`config.mk`:
```
export PLATFORM = sky130hd
export DESIGN_NAME = mod23_stream_acc_flat
export DESIGN_NICKNAME = d
export VERILOG_FILES = /design/src/rtl/mod23_pkg.sv /design/src/rtl/mod23_stream_acc_if.sv /design/src/rtl/mod23_reduce8.sv /design/src/rtl/mod23_stream_acc.sv /design/src/flat_wrapper.sv
export SDC_FILE = /design/constraint.sdc
export NUM_CORES = 1
export LEC_CHECK = 0
export CORE_ASPECT_RATIO = 1.2
export CORE_MARGIN = 10
export CORE_UTILIZATION = 30
export DETAILED_ROUTE_END_ITERATION = 12
export GPL_ROUTABILITY_DRIVEN = 0
export GPL_TIMING_DRIVEN = 0
export PLACE_DENSITY_LB_ADDON = 0.25
export SYNTH_ARGS = -nofsm -noshare
export SYNTH_HDL_FRONTEND = slang
export SYNTH_SLANG_ARGS = --single-unit
```
`constraint.sdc`:
```
create_clock -name clk -period 8.3 [get_ports clk]
set_input_delay 1.66 -clock clk [delete_from_list [all_inputs] [get_ports clk]]
set_output_delay 1.66 -clock clk [all_outputs]
set_load 0.02 [all_outputs]
```
`src/rtl/mod23_pkg.sv`:
```
// Shared constants and types for the mod-23 multi-word residue accumulator.
package mod23_pkg;

  localparam int MOD23_MODULUS   = 23;
  localparam int MOD23_RADIX_RES = 9;   // 2^16 mod 23
  localparam int RES_W           = 5;

  typedef logic [RES_W-1:0] res_t;

  localparam logic [1:0] ST_IDLE = 2'd0;
  localparam logic [1:0] ST_ACC  = 2'd1;
  localparam logic [1:0] ST_OUT  = 2'd2;

endpackage

```
`src/rtl/mod23_stream_acc_if.sv`:
```
// Beat-in / result-out handshake bundle of the mod-23 stream accumulator.
interface mod23_stream_acc_if;
  import mod23_pkg::*;

  logic in_valid;
  logic in_ready;
  res_t in_r;
  logic in_last;
  logic out_valid;
  logic out_ready;
  res_t out_r;
  logic err_res;
  logic err_len;

  modport master (
    output in_valid, in_r, in_last, out_ready,
    input  in_ready, out_valid, out_r, err_res, err_len
  );

  modport slave (
    input  in_valid, in_r, in_last, out_ready,
    output in_ready, out_valid, out_r, err_res, err_len
  );

endinterface

```
`src/rtl/mod23_reduce8.sv`:
```
// Combinational 8-bit to mod-23 reduction by conditional subtraction of 8, 4, 2 and 1 times 23.
module mod23_reduce8
  import mod23_pkg::*;
(
  input  logic [7:0] sum,
  output res_t       res
);

  logic [7:0] s1;
  logic [7:0] s2;
  logic [7:0] s3;
  logic [7:0] s4;

  // Each stage leaves a value below the next subtrahend, ending in 0..22.
  assign s1  = (sum >= 8'd184) ? sum - 8'd184 : sum;
  assign s2  = (s1  >= 8'd92)  ? s1  - 8'd92  : s1;
  assign s3  = (s2  >= 8'd46)  ? s2  - 8'd46  : s2;
  assign s4  = (s3  >= 8'd23)  ? s3  - 8'd23  : s3;
  assign res = s4[RES_W-1:0];

endmodule

```
`src/rtl/mod23_stream_acc.sv`:
```
// Folds per-word mod-23 residues (MSW first) into the residue of the whole message.
module mod23_stream_acc
  import mod23_pkg::*;
#(
  parameter int MAX_WORDS = 16,
  parameter int MODULUS   = MOD23_MODULUS,
  parameter int RADIX_RES = MOD23_RADIX_RES
)(
  input logic               clk,
  input logic               rst_n,
  mod23_stream_acc_if.slave bus
);

  logic [1:0] state;
  res_t       acc;
  logic [7:0] cnt;
  logic       err_res_q;
  logic       err_len_q;

  logic       accept;
  logic [7:0] sum;
  res_t       acc_next;
  logic [7:0] cnt_next;
  logic       bad_res;
  logic       len_hit;

  assign accept   = bus.in_valid && bus.in_ready;
  // Out-of-range residues enter the sum unreduced; 9*22+31 still fits 8 bits.
  assign sum      = 8'(RADIX_RES) * {3'b000, acc} + {3'b000, bus.in_r};
  assign cnt_next = cnt + 8'd1;
  assign bad_res  = (bus.in_r >= RES_W'(MODULUS));
  assign len_hit  = (cnt_next == 8'(MAX_WORDS)) && !bus.in_last;

  mod23_reduce8 u_reduce (
    .sum (sum),
    .res (acc_next)
  );

  // NOTE: sequential state uses non-blocking assignments so every register
  // samples pre-edge values, independent of statement order.
  always_ff @(posedge clk or negedge rst_n) begin
    if (!rst_n) begin
      state     <= ST_IDLE;
      acc       <= '0;
      cnt       <= '0;
      err_res_q <= 1'b0;
      err_len_q <= 1'b0;
    end else begin
      case (state)
        ST_IDLE, ST_ACC: begin
          if (accept) begin
            acc       <= acc_next;
            err_res_q <= err_res_q | bad_res;
            if (bus.in_last) begin
              state <= ST_OUT;
            end else if (len_hit) begin
              state     <= ST_OUT;
              cnt       <= cnt_next;
              err_len_q <= 1'b1;
            end else begin
              state <= ST_ACC;
              cnt   <= cnt_next;
            end
          end
        end
        ST_OUT: begin
          if (bus.out_ready) begin
            state     <= ST_IDLE;
            acc       <= '0;
            cnt       <= '0;
            err_res_q <= 1'b0;
            err_len_q <= 1'b0;
          end
        end
        default: state <= ST_IDLE;
      endcase
    end
  end

  // The result is only presented while holding it in OUT.
  assign bus.in_ready  = (state != ST_OUT);
  assign bus.out_valid = (state == ST_OUT);
  assign bus.out_r     = (state == ST_OUT) ? acc : '0;
  assign bus.err_res   = err_res_q;
  assign bus.err_len   = err_len_q;

endmodule

```
`src/flat_wrapper.sv`:
```
// flat-port wrapper written by rule: the top's interface ports become plain ports
module mod23_stream_acc_flat import mod23_pkg::*;
#(
  parameter int MAX_WORDS = 16,
  parameter int MODULUS   = MOD23_MODULUS,
  parameter int RADIX_RES = MOD23_RADIX_RES
)
  (clk, rst_n, bus_in_valid, bus_in_r, bus_in_last, bus_out_ready, bus_in_ready, bus_out_valid, bus_out_r, bus_err_res, bus_err_len);
  mod23_stream_acc_if bus_i ();
  input logic clk;
  input logic rst_n;
  input wire logic [$bits(bus_i.in_valid)-1:0] bus_in_valid;
  input wire logic [$bits(bus_i.in_r)-1:0] bus_in_r;
  input wire logic [$bits(bus_i.in_last)-1:0] bus_in_last;
  input wire logic [$bits(bus_i.out_ready)-1:0] bus_out_ready;
  output wire logic [$bits(bus_i.in_ready)-1:0] bus_in_ready;
  output wire logic [$bits(bus_i.out_valid)-1:0] bus_out_valid;
  output wire logic [$bits(bus_i.out_r)-1:0] bus_out_r;
  output wire logic [$bits(bus_i.err_res)-1:0] bus_err_res;
  output wire logic [$bits(bus_i.err_len)-1:0] bus_err_len;
  assign bus_i.in_valid = bus_in_valid;
  assign bus_i.in_r = bus_in_r;
  assign bus_i.in_last = bus_in_last;
  assign bus_i.out_ready = bus_out_ready;
  assign bus_in_ready = bus_i.in_ready;
  assign bus_out_valid = bus_i.out_valid;
  assign bus_out_r = bus_i.out_r;
  assign bus_err_res = bus_i.err_res;
  assign bus_err_len = bus_i.err_len;
  mod23_stream_acc #(.MAX_WORDS(MAX_WORDS), .MODULUS(MODULUS), .RADIX_RES(RADIX_RES)) u_core (.clk(clk), .rst_n(rst_n), .bus(bus_i));
endmodule
```
==> flow_summary.ini <==
[global_route]
track_usage_pct = 9.56
grt_pass1_vias = 1941
antenna_found_initial = 0
grt_pass1_wl_um = 9200
overflow = 0
grt_max_degree = 18

[placed_design]
io_buffers = 18
hpwlAfterDp_um = 4260

[clocking]
root_buffer = clkbuf_8
clkSinkCount = 17
tritoncts = built
clk_latency_ps = 250
h-tree-depth = 1
cts_max_path_buffers = 2
numCtsBuffers = 3
clk_pin_slew_ps = 70

[synth]
synth.yosys.seq_area_share_pct = 19.9
syn_area_per_cell_um2 = 8.71
yosysWarnings = 0
synth_top_area_cell = dfrtp_1
ys_types = 81
ys_ff_latch = 17
synthFlopType = dfrtp_1
synth_area_leaders = dfrtp_1, ha_1, nand2_1
syn_nets = 276
synth-edff-count = 0
netlist_instances = 246
netlist_area_mm2 = 0.00214
netlist.area_leader.share_pct = 19.9
async_reset_ff_share_pct = 100

[route]
drt_iter0_markers = 74
via_per_inst = 5.54
routed-wl-met2_um = 2600
ant_nets = 0
routedWlPerCell_um = 14.7
drt_pre_antenna_iters = 4
route.met3.wl_um = 122
drc_errors = 0
num_vias = 1984
wl_met1_um = 2480
routed_wl_um = 5260
top_layer = met4

[critical_path]
crit_buf_inv = 3
worstSetupEndpointType = register
crit_top_cell = ha_1
slowest_delay_ps = 510
crit_type = in -> reg
worstPathRequired_ps = 8440
critPathSlowestCell = or4b_1
start_kind = input port
crit_family = adder cells
cp_data_arrival_time_ps = 7950
path_max_fanout = 5

[floorplan]
die_w_um = 97.1
core_area_mm2 = 0.00690
fp.dieH_um = 113
num_rows = 33
initial_core_util_pct = 31.1
dieArea_mm2 = 0.0109
ios = 19

[final_layout]
mostFrequentLayoutCells = nand2_1, nor2_1, ha_1, clkdlybuf4s50_1, dfrtp_1
layout_commonest_cell = nand2_1
area_growth_pct = 18.3
fin_util_pct = 36.7
insertedDiodeCount = 0
drive_above_1_share_pct = 16.2
final_nets = 302

[sta]
setup_viol = 0
worst_pin_slew_ps = 781
tns_ps = 0
min_period_ps = 7820
rsz0062_at_grt = no
hold_viol_final = 0
fmax_ghz = 0.128
slew_violations = 0
slew_headroom_pct = 47.8
fin_crit_sh_pct = 94.2
finClkSkew_ps = 3.64

[worst_hold_path]
hold_path_class = reg -> reg

[job]
max-cap-violations = 0

[status]
status = complete, no violations
-- flip-flops by register name, indices dropped and copies added (netlist names) --
register,count
u_core.bus.err_len,1
u_core.cnt,8
u_core.state,2
u_core.bus.err_res,1
u_core.acc,5
-- cell families after synthesis --
group | count (synthesis) | synth area share, %
fa+ha+maj | 20 | 12.4
buf+inv | 14 | 3.04
xor+xnor | 7 | 3.21
simple gates | 82 | 19.5
flops | 17 | 19.9
mux | 11 | 5.72
compound gates | 95 | 36.3
-- metal layers --
metal / vias up / global-route usage [%]
met2: 26 / 17.1
met5: - / 0
li1: 1009 / -
met1: 941 / 11.6
met3: 8 / 1.35
met4: 0 / 2.46
-- synth_stat cells (3+ instances only) --
cell      count
o31ai_1       3
nand3_1      10
inv_1        10
o21ai_0      15
or3_1         3
xnor2_1       5
and2_1        4
o21a_1        3
a31oi_1       6
nor2_1       18
dfrtp_1      17
nand2b_1      3
a2111o_1      3
o211ai_2      3
nand2_1      21
ha_1         18
nor2b_1       3
nor3_1        5
mux2_2        3
a211oi_1      3
mux2i_1       6
a21oi_1      15
-- repair_timing --
item,4_1_cts,5_1_grt
gates resized for setup,0,4
hold buffers,0,0
endpoints found under the setup margin,0,3
setup buffers,0,3
-- metrics by stage --
| stage | cells | hold WS [ps] | worst slack (ps) | instance area, µm² |
|---|---|---|---|---|
| 5_1_grt | 358 | 536 | 41.3 | 2530 |
| 6_report | 358 | 496 | 483 | 2530 |
| 2_1_floorplan | 246 | 448 | 1080 | 2140 |
| 4_1_cts | 355 | 496 | 302 | 2480 |
| 3_3_place_gp | 351 | 494 | 104 | 2430 |
| 3_5_place_dp | 351 | 483 | 63.6 | 2430 |
-- cell type report --
cell class / instances / area, µm²
flip-flops and latches: 17 / 425
inverters: 10 / 37.5
clock buffers: 4 / 45.0
well taps: 87 / 109
multi-input cells: 215 / 1690
plain buffers: 4 / 27.5
repair buffers: 21 / 203
fillers: 721 / 4360
-- worst paths after layout --
| check | to | depth (start not counted) | slack [ps] | start |
|---|---|---|---|---|
| min in group asynchronous | u_core.cnt[0]$_DFFE_PN0P_ | 1 | 1870 | rst_n |
| hold reg to reg | u_core.cnt[7]$_DFFE_PN0P_ | 1 | 500 | u_core.cnt[7]$_DFFE_PN0P_ |
| setup / recovery | u_core.acc[0]$_DFFE_PN0P_ | 27 | 480 | bus_in_r[1] |
| max in group asynchronous | u_core.acc[1]$_DFFE_PN0P_ | 1 | 5940 | rst_n |
| hold / removal | u_core.cnt[7]$_DFFE_PN0P_ | 1 | 500 | u_core.cnt[7]$_DFFE_PN0P_ |
| setup reg to reg | u_core.acc[0]$_DFFE_PN0P_ | 26 | 1750 | u_core.acc[1]$_DFFE_PN0P_ |
Power is not shown: default switching activity piles up to over one toggle a cycle in this logic, so the estimate is an artifact.
